**src/rtl/vga_pkg.sv**
```systemverilog
// vga_pkg: shared mode encoding and colour-bar table for the VGA pattern generator
package vga_pkg;
  typedef enum logic [1:0] {SOLID = 2'd0, BARS = 2'd1, CHECK = 2'd2, GRAD = 2'd3} mode_t;
  // {r,g,b} channel enables, index 0 is the leftmost bar
  localparam logic [7:0][2:0] BAR_RGB = {3'b000, 3'b001, 3'b100, 3'b101,
                                         3'b010, 3'b011, 3'b110, 3'b111};
  function automatic logic [2:0] bar_rgb(input logic [2:0] idx);
    return BAR_RGB[idx];
  endfunction
endpackage

```
**src/rtl/vga_timing.sv**
```systemverilog
// vga_timing: horizontal/vertical pixel counters with raw sync and active-area decode
module vga_timing #(
  parameter int H_ACTIVE = 640,
  parameter int H_FP     = 16,
  parameter int H_SYNC   = 96,
  parameter int H_BP     = 48,
  parameter int V_ACTIVE = 480,
  parameter int V_FP     = 10,
  parameter int V_SYNC   = 2,
  parameter int V_BP     = 33
) (
  input  logic        clk,
  input  logic        rst_n,
  input  logic        pix_en,
  output logic [10:0] h_cnt,
  output logic [9:0]  v_cnt,
  output logic        h_last,
  output logic        hs,
  output logic        vs,
  output logic        active
);
  localparam int H_TOTAL = H_ACTIVE + H_FP + H_SYNC + H_BP;
  localparam int V_TOTAL = V_ACTIVE + V_FP + V_SYNC + V_BP;
  logic v_last;
  assign h_last = h_cnt == 11'(H_TOTAL - 1);
  assign v_last = v_cnt == 10'(V_TOTAL - 1);
  assign hs = h_cnt >= 11'(H_ACTIVE + H_FP) && h_cnt < 11'(H_ACTIVE + H_FP + H_SYNC);
  assign vs = v_cnt >= 10'(V_ACTIVE + V_FP) && v_cnt < 10'(V_ACTIVE + V_FP + V_SYNC);
  assign active = h_cnt < 11'(H_ACTIVE) && v_cnt < 10'(V_ACTIVE);
  always_ff @(posedge clk or negedge rst_n)
    if (!rst_n) begin
      h_cnt <= '0;
      v_cnt <= '0;
    end else if (pix_en) begin
      h_cnt <= h_last ? '0 : h_cnt + 11'd1;
      if (h_last) v_cnt <= v_last ? '0 : v_cnt + 10'd1;
    end
endmodule

```
**src/rtl/vga_pattern_gen.sv**
```systemverilog
// vga_pattern_gen: VGA test-pattern source (solid, colour bars, checkerboard, gradient).
// Define VGA_PATGEN_BORDER_EN to paint a white one-pixel frame around the active area.
module vga_pattern_gen import vga_pkg::*; #(
  parameter int CLK_DIV    = 2,
  parameter int H_ACTIVE   = 640,
  parameter int H_FP       = 16,
  parameter int H_SYNC     = 96,
  parameter int H_BP       = 48,
  parameter int V_ACTIVE   = 480,
  parameter int V_FP       = 10,
  parameter int V_SYNC     = 2,
  parameter int V_BP       = 33,
  parameter int COLOR_W    = 8,
  parameter bit SYNC_POL   = 1'b0,
  parameter int CHECK_LOG2 = 5
) (
  input  logic               iCLK,
  input  logic               iRST_N,
  input  logic [COLOR_W-1:0] iRed,
  input  logic [COLOR_W-1:0] iGreen,
  input  logic [COLOR_W-1:0] iBlue,
  input  logic [1:0]         iMODE,
  output logic [COLOR_W-1:0] oVGA_R,
  output logic [COLOR_W-1:0] oVGA_G,
  output logic [COLOR_W-1:0] oVGA_B,
  output logic               oVGA_HS,
  output logic               oVGA_VS,
  output logic               oVGA_BLANK,
  output logic               oVGA_SYNC,
  output logic               oVGA_CLOCK,
  output logic [10:0]        oX,
  output logic [9:0]         oY,
  output logic               oFrame_Start
);
  localparam int DIV_W = $clog2(CLK_DIV);
  localparam logic [10:0] BAR_LAST = 11'(H_ACTIVE / 8 - 1);
  logic [DIV_W-1:0] div, div_nxt;
  logic pix_en, h_last, hs, vs, active, frame_first, chk;
  logic [10:0] h_cnt, bar_cnt;
  logic [9:0] v_cnt;
  logic [2:0] bar_idx, bar;
  mode_t mode, cur_mode;
  logic [COLOR_W-1:0] r_pat, g_pat, b_pat, r_px, g_px, b_px;
  assign pix_en = div == DIV_W'(CLK_DIV - 1);
  assign div_nxt = pix_en ? '0 : div + 1'b1;
  assign oVGA_SYNC = 1'b0;
  vga_timing #(
    .H_ACTIVE(H_ACTIVE), .H_FP(H_FP), .H_SYNC(H_SYNC), .H_BP(H_BP),
    .V_ACTIVE(V_ACTIVE), .V_FP(V_FP), .V_SYNC(V_SYNC), .V_BP(V_BP)
  ) u_timing (
    .clk(iCLK), .rst_n(iRST_N), .pix_en(pix_en), .h_cnt(h_cnt), .v_cnt(v_cnt),
    .h_last(h_last), .hs(hs), .vs(vs), .active(active)
  );
  // pixel (0,0) already uses the newly latched mode
  assign frame_first = h_cnt == '0 && v_cnt == '0;
  assign cur_mode = frame_first ? mode_t'(iMODE) : mode;
  assign bar = bar_rgb(bar_idx);
  assign chk = h_cnt[CHECK_LOG2] ^ v_cnt[CHECK_LOG2];
  assign r_pat = cur_mode == SOLID ? iRed : cur_mode == BARS ? {COLOR_W{bar[2]}} :
                 cur_mode == CHECK ? {COLOR_W{chk}} : COLOR_W'(h_cnt);
  assign g_pat = cur_mode == SOLID ? iGreen : cur_mode == BARS ? {COLOR_W{bar[1]}} :
                 cur_mode == CHECK ? {COLOR_W{chk}} : COLOR_W'(v_cnt);
  assign b_pat = cur_mode == SOLID ? iBlue : cur_mode == BARS ? {COLOR_W{bar[0]}} :
                 cur_mode == CHECK ? {COLOR_W{chk}} : iBlue;
`ifdef VGA_PATGEN_BORDER_EN
  logic on_border;
  assign on_border = h_cnt == '0 || h_cnt == 11'(H_ACTIVE - 1) ||
                     v_cnt == '0 || v_cnt == 10'(V_ACTIVE - 1);
`endif
  always_comb begin
    {r_px, g_px, b_px} = {r_pat, g_pat, b_pat};
`ifdef VGA_PATGEN_BORDER_EN
    if (on_border) {r_px, g_px, b_px} = '1;
`endif
    if (!active) {r_px, g_px, b_px} = '0;
  end
  always_ff @(posedge iCLK or negedge iRST_N)
    if (!iRST_N) begin
      div          <= '0;
      oVGA_CLOCK   <= 1'b0;
      oFrame_Start <= 1'b0;
      mode         <= SOLID;
      bar_cnt      <= '0;
      bar_idx      <= '0;
      oVGA_R       <= '0;
      oVGA_G       <= '0;
      oVGA_B       <= '0;
      oVGA_HS      <= ~SYNC_POL;
      oVGA_VS      <= ~SYNC_POL;
      oVGA_BLANK   <= 1'b0;
      oX           <= '0;
      oY           <= '0;
    end else begin
      div          <= div_nxt;
      oVGA_CLOCK   <= div_nxt < DIV_W'(CLK_DIV / 2);
      oFrame_Start <= pix_en && frame_first;
      if (pix_en) begin
        mode       <= cur_mode;
        bar_cnt    <= h_last || bar_cnt == BAR_LAST ? '0 : bar_cnt + 11'd1;
        bar_idx    <= h_last ? '0 : bar_cnt == BAR_LAST ? bar_idx + 3'd1 : bar_idx;
        oVGA_R     <= r_px;
        oVGA_G     <= g_px;
        oVGA_B     <= b_px;
        oVGA_HS    <= hs ? SYNC_POL : ~SYNC_POL;
        oVGA_VS    <= vs ? SYNC_POL : ~SYNC_POL;
        oVGA_BLANK <= active;
        oX         <= h_cnt;
        oY         <= v_cnt;
      end
    end
endmodule

```
**config.mk**
```make
export PLATFORM = sky130hd
export DESIGN_NAME = vga_pattern_gen
export DESIGN_NICKNAME = d
export VERILOG_FILES = /design/src/rtl/vga_pkg.sv /design/src/rtl/vga_timing.sv /design/src/rtl/vga_pattern_gen.sv
export SDC_FILE = /design/constraint.sdc
export NUM_CORES = 1
export LEC_CHECK = 0
export ABC_CLOCK_PERIOD_IN_PS = 2000
export BUFFER_PORTS_ARGS = -buffer_cell sky130_fd_sc_hd__buf_2
export CAP_MARGIN = 20
export CORE_ASPECT_RATIO = 1.2
export CORE_UTILIZATION = 50
export CTS_BUF_LIST = sky130_fd_sc_hd__clkbuf_16
export DETAILED_ROUTE_END_ITERATION = 8
export HOLD_SLACK_MARGIN = 0.12
export PLACE_DENSITY = 0.76
export SLEW_MARGIN = 20
export SYNTH_ARGS = -nofsm -noshare
export SYNTH_HDL_FRONTEND = slang
export SYNTH_SLANG_ARGS = --single-unit
```
**constraint.sdc**
```tcl
create_clock -name iCLK -period 2 [get_ports iCLK]
set_input_delay 0 -clock iCLK [delete_from_list [all_inputs] [get_ports iCLK]]
set_output_delay 0 -clock iCLK [all_outputs]
set_load 0.01 [all_outputs]
```
### After elaboration in Yosys (flattened, before gate mapping)

Memory sizes are Yosys's and may differ from the RTL's.
Cells that the tools add are included.

* register bits after elaboration: 88
* memory bits (read-only): 24
* input bits: 28
* logic and storage cells: 70
* memories kept: 1

Memory list
* (no name shown): words 8, width 3, read ports 1, clocked after Yosys merged registers in 0, write ports 0, RTL line vga_pkg.sv:8 `return BAR_RGB[idx];`

* add/subtract/negate cells: 5
* $lt $le $gt $ge: 8
* equal/unequal tests: 5
* muxes and demuxes: 22
* bitwise gates (word level): 1
* reductions and logical operators: 12

Operators with widths (count)
* 8-bit 2-to-1 mux: 12
* 11-bit by 1-bit adder with 11-bit output, second input constant: 2
* 11-bit by 10-bit < comparator with 1-bit output, second input constant: 2
* 11-bit 2-to-1 mux: 2
* 10-bit by 9-bit < comparator with 1-bit output, second input constant: 2
* 11-bit by 10-bit == test with 1-bit output, second input constant: 1
* 11-bit by 7-bit == test with 1-bit output, second input constant: 1
* 11-bit by 10-bit greater-or-equal comparator with 1-bit output, second input constant: 1
* 11-bit zero test: 1
* 10-bit by 1-bit adder with 10-bit output, second input constant: 1
* 10-bit == test, second input constant: 1
* 10-bit by 9-bit greater-or-equal comparator with 1-bit output, second input constant: 1
* 10-bit zero test: 1
* 10-bit 2-to-1 mux: 1
* 3-bit 2-to-1 mux: 3
* 1-bit logical AND: 5
* 3-bit by 4-bit < comparator with 1-bit output, second input constant: 1
* 2-bit AND reduction: 2
* 3-bit by 1-bit adder with 3-bit output, second input constant: 1
* 1-bit 2-to-1 mux: 3
* 2-bit by 1-bit == test with 1-bit output, second input constant: 1
* 2-bit == test, second input constant: 1
* 2-bit zero test: 1
* 2-bit 2-to-1 mux: 1
* other kinds (5): 5

### Longest topological paths before layout

Gate-level depths: netlist of run 1.

* word-level depth: 8
* depth in mapped cells: 10
* mapped depth without buffers: 8

### Cells and area by module

Synthesis of run 1 repeated with hierarchy kept, for this count alone.

* cells, all modules: 418
* area total of the unflattened synthesis: 4405.5 sq um

Modules (own cells, without submodules)
* vga_pattern_gen: instances 1, cells each 291, area each 3216.8 sq um, sequential area each 1679.1 sq um
* vga_timing: instances 1, cells each 127, area each 1188.6 sq um, sequential area each 525.5 sq um

### Least setup slack after synthesis of run 1

No wires, ideal clock.

* path type: reg-to-reg
* start point: reg u_timing.h_cnt[0]
* end point: reg oVGA_R[6]
* library setup time: 78 ps
* data arrival time: 2181 ps
* setup slack: -259 ps
* stages on the path, launching flop included: 10
* buffers on the path: 1
* period minus slack after synthesis: 2259 ps
* cells stage by stage: dfrtp_1 inv_1 ha_1 nor4b_1 nand4_2 nor2_4 mux2i_1 buf_2 o22ai_1 o2bb2ai_1

* cells in the longest elaborated chain, start to end: 8
* elaborated cells between the ends (all ways): 12

RTL lines
* from (decl): RTL line vga_timing.sv:15 `output logic [10:0] h_cnt,`
* from (signal assigned): RTL line vga_timing.sv:35 `h_cnt <= h_last ? '0 : h_cnt + 11'd1;`
* 11-bit zero test: RTL line vga_pattern_gen.sv:55 `assign frame_first = h_cnt == '0 && v_cnt == '0;`
* 1-bit logical AND: RTL line vga_pattern_gen.sv:55
* 2-bit 2-to-1 mux: RTL line vga_pattern_gen.sv:56 `assign cur_mode = frame_first ? mode_t'(iMODE) : mode;`
* 2-bit == test: RTL line vga_pattern_gen.sv:60 `cur_mode == CHECK ? {COLOR_W{chk}} : COLOR_W'(h_cnt);`
* 8-bit 2-to-1 mux: RTL line vga_pattern_gen.sv:60
* 8-bit 2-to-1 mux (2 in series): RTL line vga_pattern_gen.sv:59 `assign r_pat = cur_mode == SOLID ? iRed : cur_mode == BARS ? {COLOR_W{bar[2]}} :`
* 8-bit 2-to-1 mux (*): RTL line vga_pattern_gen.sv:75 `if (!active) {r_px, g_px, b_px} = '0;`
* to (signal assigned): RTL line vga_pattern_gen.sv:101 `oVGA_R <= r_px;`
* to (decl): RTL line vga_pattern_gen.sv:23 `output logic [COLOR_W-1:0] oVGA_R,`

Mark *: on every way between the ends. The rest lies on a longest branch, timed or not.
A chain may end at the register's enable or synchronous reset.

### Worst setup path in the final report of run 1

* start point: reg u_timing.h_cnt[1]
* end point: reg oVGA_R[0]

The elaborated chain is that of the path after synthesis.

==> metrics.md, run 1 <==
| Metric | Value |
|---|---|
| Number of flops mapped to enable cells by yosys | `0` |
| Maximum vdd drop | `0.4699 mV` |
| Synth Area in Compound Gates | `13.65%` |
| Fillers | `543` |
| Iter 0 DRT Violations | `151` |
| Fmax | `472.6 MHz` |
| First-pass GRT wire length | `17680 um` |
| Reg2Reg Depth | `9` |
| Detailed placement HPWL | `7197 um` |
| Largest family of logic cells by synthesized area | `simple AND/OR/NAND/NOR gates` |
| Avg Cell Area, Syn | `10.73 sq um` |
| Largest stage delay, worst path | `0.40 ns` |
| Synth Area in Adders | `1.808%` |
| Remaining antenna violation count after routing | `0` |
| Synth Register Bits | `88` |
| Comb pwr share | `8.4%` |
| Antenna violations before repair | `0` |
| Pre-antenna DRT Iters | `4` |
| CTS Root Cell | `clkbuf_16` |
| Pleak | `2.744 nW` |
| Gr usage total | `26.81%` |
| Ys Warns | `0` |
| Mapped Nets | `421` |
| Netlist Area Pre-Place | `4151 sq um` |
| Clock slew at reported path FFs | `0.06 ns` |
| Critical path's slowest cell | `dfrtp_1` |
| Final period utilization | `105.8%` |
| Most frequent cells in the layout | `dfrtp_1, buf_2, buf_4, nor2_1, nand2_1` |
| Crit path launch type | `register` |
| Outcome | `finished, violations left` |
| Nets | `563` |
| Max Cap Viol | `0` |
| Internal | `2.929 mW` |
| Routability cong. | `0.8811` |
| # DRC | `0` |
| Clock Skew | `0.01357 ns` |
| Worst-Skew Late Latency | `0.35 ns` |
| Vias in the first global route | `3647` |
| Setup CP Type | `register to register` |
| # diodes | `0` |
| Sequential power share | `48.8%` |
| Hold crit path type | `primary input to asynchronous set/reset pin` |
| Clk network pwr share | `42.8%` |
| Detailed Route WL | `11420 um` |
| Site Rows | `36` |
| Max Transition Viols Final | `0` |
| I/O pins | `79` |
| RSZ-0062 raised after global routing | `yes` |
| Die Y | `101.8 um` |
| Mux cell area share after synthesis | `7.535%` |
| Starting Density | `51.20%` |
| Final hold violation count | `0` |
| Final setup viols | `23` |
| CTS tree | `done` |
| Cts bufs inserted | `9` |
| Die width | `85.18 um` |
| DR vias | `3702` |
| Clock buffer depth | `2` |
| Largest net degree at the start of global routing | `38` |
| Critical path data arrival time | `2.35 ns` |
| Critical Path Sink Type | `register` |
| Min Tclk post-route | `2.116 ns` |
| Synth Area in XOR/XNOR | `4.008%` |
| Core region area | `8108 sq um` |
| Worst-path fanout max | `7` |
| Final TNS setup | `-1.423 ns` |
| Global route overflow | `0` |
| Synthesis-to-finish area growth | `38.55%` |
| Clock sinks | `88` |
| Placement-stage cell area | `4969 sq um` |
| Final worst slack | `-0.1160 ns` |
| Post-synth ARST share | `100.0%` |
| P_sw | `877.9 uW` |
| H-tree Lvls | `3` |
| Violated checks | `setup timing` |
| Commonest non-fill, non-tap cell in the layout | `dfrtp_1` |
| Pwr Density | `661.9 nW/um^2` |
| Sw Share | `23.06%` |
| Fin area | `5752 sq um` |
| Simple-gate share of the synthesized area | `16.12%` |
| Share of layout cells above drive strength 1 | `38.76%` |
| Crit-path cells | `inv_2 -> ha_4 -> nor4b_4 -> nand4_2 -> nor2_4 -> buf_4 -> mux2_4 -> o22ai_2 -> o2bb2ai_1` |
| Mapped Cells | `387` |
| DR WL/cell | `18.15 um` |
| Cell variety after synth | `48` |
| CP required | `2.23 ns` |
| Vias per cell | `5.886` |
| Sequential-to-total area share from yosys stat | `53.10%` |
| Port bufs | `77` |
| Die area | `8673 sq um` |
| Prevailing post-synth register cell | `dfrtp_1` |
## stage by stage
| step | power, mW | utilization [%] | worst slack, ns | std cells | hold WS, ns |
|---|---|---|---|---|---|
| 6_report | 3.807 | 70.94 | -0.1160 | 629 | 0.1544 |
| 3_3_place_gp | 2.123 | 61.28 | 0.009021 | 576 | -0.009663 |
| 3_5_place_dp | 2.131 | 61.28 | -0.07438 | 576 | -0.004544 |
| 2_1_floorplan | 1.990 | - | -0.02208 | 387 | -0.2956 |
| 5_1_grt | 3.949 | 70.94 | -0.1936 | 629 | 0.2090 |
| 4_1_cts | 3.808 | 68.36 | 0.01410 | 620 | 0.1780 |
## cells in the mapped netlist, types with 2 or more instances
library cell	instances	area, sq um
dfrtp_1	86	2152
nor2_1	38	142.6
nand2_1	29	108.9
o2bb2ai_1	24	210.2
mux2_2	22	247.7
o21ai_0	20	100.1
o22ai_1	17	106.4
clkbuf_1	14	52.55
nand3_1	12	60.06
and3_1	11	68.82
inv_1	11	41.29
nand4_1	11	68.82
xnor2_1	11	96.34
xor2_1	8	70.07
nor2b_1	7	43.79
ha_1	6	75.07
a31oi_1	5	31.28
buf_2	5	25.02
mux2i_1	5	50.05
nor4b_1	5	43.79
a21o_1	3	22.52
nand2b_1	3	18.77
nor3_1	3	15.01
a21oi_1	2	10.01
buf_6	2	22.52
dfstp_2	2	52.55
o21ai_1	2	10.01
o31ai_1	2	15.01
o41ai_1	2	17.52
## per-layer routing
metal / up-vias / part of all wire [%] / GRT usage (%) / wire (um)
li1: 1688 / - / - / -
met1: 1843 / 40 / 32.83 / 4513
met2: 133 / 51 / 44.91 / 5865
met3: 38 / 4.8 / 4.039 / 547
met4: 0 / 4.3 / 17.08 / 492
met5: - / 0 / 0 / 0
## power groups by stage
stage          clock, mW  combinational (mW)  sequential (mW)
2_1_floorplan          0              0.0894             1.90
3_3_place_gp           0               0.238             1.88
3_5_place_dp           0               0.248             1.88
4_1_cts             1.67               0.289             1.85
5_1_grt             1.74               0.349             1.86
6_report            1.63               0.321             1.86
## logic make-up (layout without fill, tap and decap cells)
kind of cell / after synthesis / count (layout)
adders and majority gates: 6 / 6
and+or+nand+nor: 129 / 129
xor gates and xnor gates: 19 / 19
AOI/OAI and AO/OA: 82 / 82
buffers and inverters: 34 / 180
muxes: 28 / 29
other: 1 / 1
DFF: 88 / 88
## flip-flops by register name (all words and copies together) (netlist names)
| signal | cells |
|---|---|
| div | 1 |
| mode | 2 |
| oFrame_Start | 1 |
| oX | 11 |
| oVGA_VS | 1 |
| bar_idx | 3 |
| u_timing.h_cnt | 11 |
| oVGA_R | 8 |
| oY | 10 |
| oVGA_CLOCK | 1 |
| u_timing.v_cnt | 10 |
| oVGA_B | 8 |
| oVGA_HS | 1 |
| bar_cnt | 11 |
| oVGA_BLANK | 1 |
| oVGA_G | 8 |
## critical path: cells and delay by family, from the launching register on
family / cells / cell delay [ns]
and+or+nand+nor: 3 / 0.63
DFF: 1 / 0.40
adders and majority gates: 1 / 0.13
AOI/OAI and AO/OA: 2 / 0.22
buffers and inverters: 2 / 0.26
muxes: 1 / 0.36
## path summary, 6_finish.rpt
path / from / end / slack (ns)
setup reg to reg: u_timing.h_cnt[1] / oVGA_R[0] / -0.12
min in group iCLK: iBlue[4] / oVGA_B[4] / 0.45
setup / recovery: u_timing.h_cnt[1] / oVGA_R[0] / -0.12
max in group asynchronous: iRST_N / oVGA_HS / 1.18
hold reg to reg: oVGA_VS / oVGA_VS / 0.47
hold / removal: iRST_N / oVGA_B[0] / 0.15
## timing repair
action | in CTS | in global routing
hold endpoints to repair | 112 | 0
endpoints found under the setup margin | 24 | 28
gates resized for setup | 5 | 28
cloned | 0 | 1
hold buffers | 27 | 0
pin swaps | 1 | 13
setup buffers | 1 | 8
## area by class of cell
type | instances | area (sq um) | area share [%]
clock inverter | 7 | 60.06 | 1.044
tap | 95 | 118.9 | 2.067
clock buffer | 9 | 225.2 | 3.916
multi-input combinational | 266 | 2039 | 35.46
sequential | 88 | 2206 | 38.35
timing repair buffer | 153 | 1061 | 18.45
inverter | 11 | 41.29 | 0.7179
Power figures use the tool's default switching activity.
==> run 2: changes to the inputs <==
- PLACE_DENSITY: 0.76 -> 0.75
==> metrics.md, run 2 (synthesized netlist as in run 1, its figures left out) <==
| Metric | Value |
|---|---|
| DR WL/cell | `16.89 um (-7.0%)` |
| First-pass GRT wire length | `17300 um (-2.1%)` |
| Vias in the first global route | `3544 (-2.8%)` |
| Nets | `556 (-1.2%)` |
| Starting Density | `51.20% (unchanged)` |
| Most frequent cells in the layout | `dfrtp_1, buf_2, buf_4, nor2_1, nand2_1` |
| # DRC | `0 (unchanged)` |
| Post-Place Worst Slack | `-0.05297 ns (+0.02141 ns)` |
| Largest stage delay, worst path | `0.44 ns (+0.04 ns)` |
| Detailed placement HPWL | `7234 um (+0.51%)` |
| Pre-antenna DRT Iters | `4 (unchanged)` |
| Routed wl met2 | `5513 um (-6.0%)` |
| Iter 0 DRT Violations | `172 (+14%)` |
| Worst-Skew Late Latency | `0.34 ns (about the same)` |
| Fillers | `604 (+11%)` |
| Maximum vdd drop | `0.3994 mV (-15%)` |
| Fmax | `501.0 MHz (+6.0%)` |
| Core region area | `8108 sq um (unchanged)` |
| P_sw | `850.2 uW (-3.2%)` |
| Internal | `2.911 mW (-0.61%)` |
| Final period utilization | `99.80% (-6.0 points)` |
| Synthesis-to-finish area growth | `34.18%` |
| Pleak | `2.688 nW (-2.0%)` |
| I/O pins | `79 (unchanged)` |
| Max Cap Viol | `0 (unchanged)` |
| Critical path data arrival time | `2.21 ns (-0.14 ns)` |
| Sw Share | `22.60% (-0.46 points)` |
| Clk network pwr share | `42.9% (about the same)` |
| CP required | `2.22 ns (about the same)` |
| M1 wire length | `4374 um (-3.1%)` |
| Port bufs | `77 (unchanged)` |
| Routability cong. | `0.8955 (+1.6%)` |
| Die width | `85.18 um (unchanged)` |
| Share of layout cells above drive strength 1 | `35.48% (-3.3 points)` |
| Clock slew at reported path FFs | `0.07 ns (about the same)` |
| Largest registers | `bar_cnt (11), oX (11), u_timing.h_cnt (11)` |
| Final hold violation count | `0 (unchanged)` |
| Outcome | `complete, no violations` |
| Die area | `8673 sq um (unchanged)` |
| Critical Path Sink Type | `register` |
| Remaining antenna violation count after routing | `0 (unchanged)` |
| Worst-path fanout max | `15 (+8)` |
| Die Y | `101.8 um (unchanged)` |
| RSZ-0062 raised after global routing | `yes` |
| DR vias | `3553 (-4.0%)` |
| Crit-path cells | `inv_2 -> ha_4 -> nor4b_4 -> nand4_2 -> nor2_4 -> mux2_4 -> o22ai_1 -> o2bb2ai_1` |
| Hold crit path type | `primary input to asynchronous set/reset pin` |
| Site Rows | `36 (unchanged)` |
| WHS | `0.1330 ns (-0.02139 ns)` |
| Detailed Route WL | `10500 um (-8.0%)` |
| DR top layer | `met4` |
| Min Tclk post-route | `1.996 ns (-0.1200 ns)` |
| Cts bufs inserted | `9 (unchanged)` |
| Largest net degree at the start of global routing | `41 (+7.9%)` |
| Sequential power share | `49.3% (+0.5 points)` |
| Comb pwr share | `7.8% (-0.6 points)` |
| Global route overflow | `0 (unchanged)` |
| Pwr Density | `675.2 nW/um^2 (+2.0%)` |
| CTS tree | `done` |
| Setup CP Type | `register to register` |
| Gr usage total | `25.90% (-0.92 points)` |
| Vias per cell | `5.712 (-2.9%)` |
| Critical path's slowest cell | `mux2_4` |
| H-tree Lvls | `3 (unchanged)` |
| Clock buffer depth | `2 (unchanged)` |
| Clock Skew | `0.008828 ns (-0.004745 ns)` |
| Antenna violations before repair | `0 (unchanged)` |
| Clock sinks | `88 (unchanged)` |
| Final setup viols | `0 (-100%)` |
| # diodes | `0 (unchanged)` |
| CTS Root Cell | `clkbuf_16` |
| Max Transition Viols Final | `0 (unchanged)` |
| Final worst slack | `0.003983 ns (+0.1200 ns)` |
| Reg2Reg Depth | `8 (-1)` |
| Commonest non-fill, non-tap cell in the layout | `dfrtp_1` |
| Crit path launch type | `register` |
| DR WL met3 | `448 um (-18%)` |
## run 2: cell types whose count changed in the layout (fill, tap and decap cells not counted), sizes merged
cell,change
buf,-6
mux2,-1
inv,+1
clkinv,-1
## run 2: area by class of cell
type	count	area (sq um)	share of cell area [%]
Timing Repair Buffer	147	1010	18.13
Clock buffer	9	225.2	4.043
Multi-Input combinational cell	265	1914	34.37
Sequential cell	88	2206	39.60
Inverter	11	41.29	0.7412
Tap cell	95	118.9	2.134
Clock inverter	7	55.05	0.9883
## run 2: path summary, 6_finish.rpt
check | start | endpoint | slack [ns]
worst max-delay path | u_timing.h_cnt[1] | oVGA_G[3] | 0.004
worst min-delay path | iRST_N | oVGA_B[7] | 0.13
worst max register to register | u_timing.h_cnt[1] | oVGA_G[3] | 0.004
worst min register to register | oVGA_VS | oVGA_VS | 0.48
max in group asynchronous | iRST_N | u_timing.h_cnt[7] | 1.24
min in group iCLK | iBlue[3] | oVGA_B[3] | 0.46
## run 2: repair_timing
action / in CTS / in global routing
gates cloned: 0 / 0
endpoints found under the setup margin: 22 / 26
buffers inserted: 0 / 1
resized for setup: 3 / 4
endpoints found under the hold margin: 113 / 0
hold buffers: 27 / 0
pin swaps: 1 / 4
## run 2: worst max-delay path: cells and delay by family (launching register included)
family | cells | cell delay, ns
buffers and inverters | 1 | 0.08
AND/OR/NAND/NOR | 3 | 0.54
adder cells (fa/ha/maj) | 1 | 0.13
AO/OA/AOI/OAI | 2 | 0.29
multiplexers | 1 | 0.44
flip-flops | 1 | 0.39
## run 2: power groups by stage
stage | sequential (mW) | combinational, mW | clock, mW
6_report | 1.85 | 0.295 | 1.61
5_1_grt | 1.86 | 0.322 | 1.72
4_1_cts | 1.85 | 0.294 | 1.63
3_5_place_dp | 1.88 | 0.252 | 0
3_3_place_gp | 1.88 | 0.244 | 0
2_1_floorplan | 1.90 | 0.0894 | 0
## run 2: metrics by stage
stage	TNS [ns]	area [sq um]	utilization, %	instances	power [mW]
2_1_floorplan	-0.2056	4280	-	387	1.990
3_5_place_dp	-0.3363	4996	61.62	578	2.137
3_3_place_gp	0	4996	61.62	578	2.128
5_1_grt	-1.064	5570	68.70	622	3.897
6_report	0	5570	68.70	622	3.761
4_1_cts	0	5550	68.46	621	3.777
## run 2: per-layer routing
metal	track usage [%]	up-vias
met2	43.73	97
met3	4.847	15
met4	10.69	0
li1	-	1660
met5	0	-
met1	33.10	1781
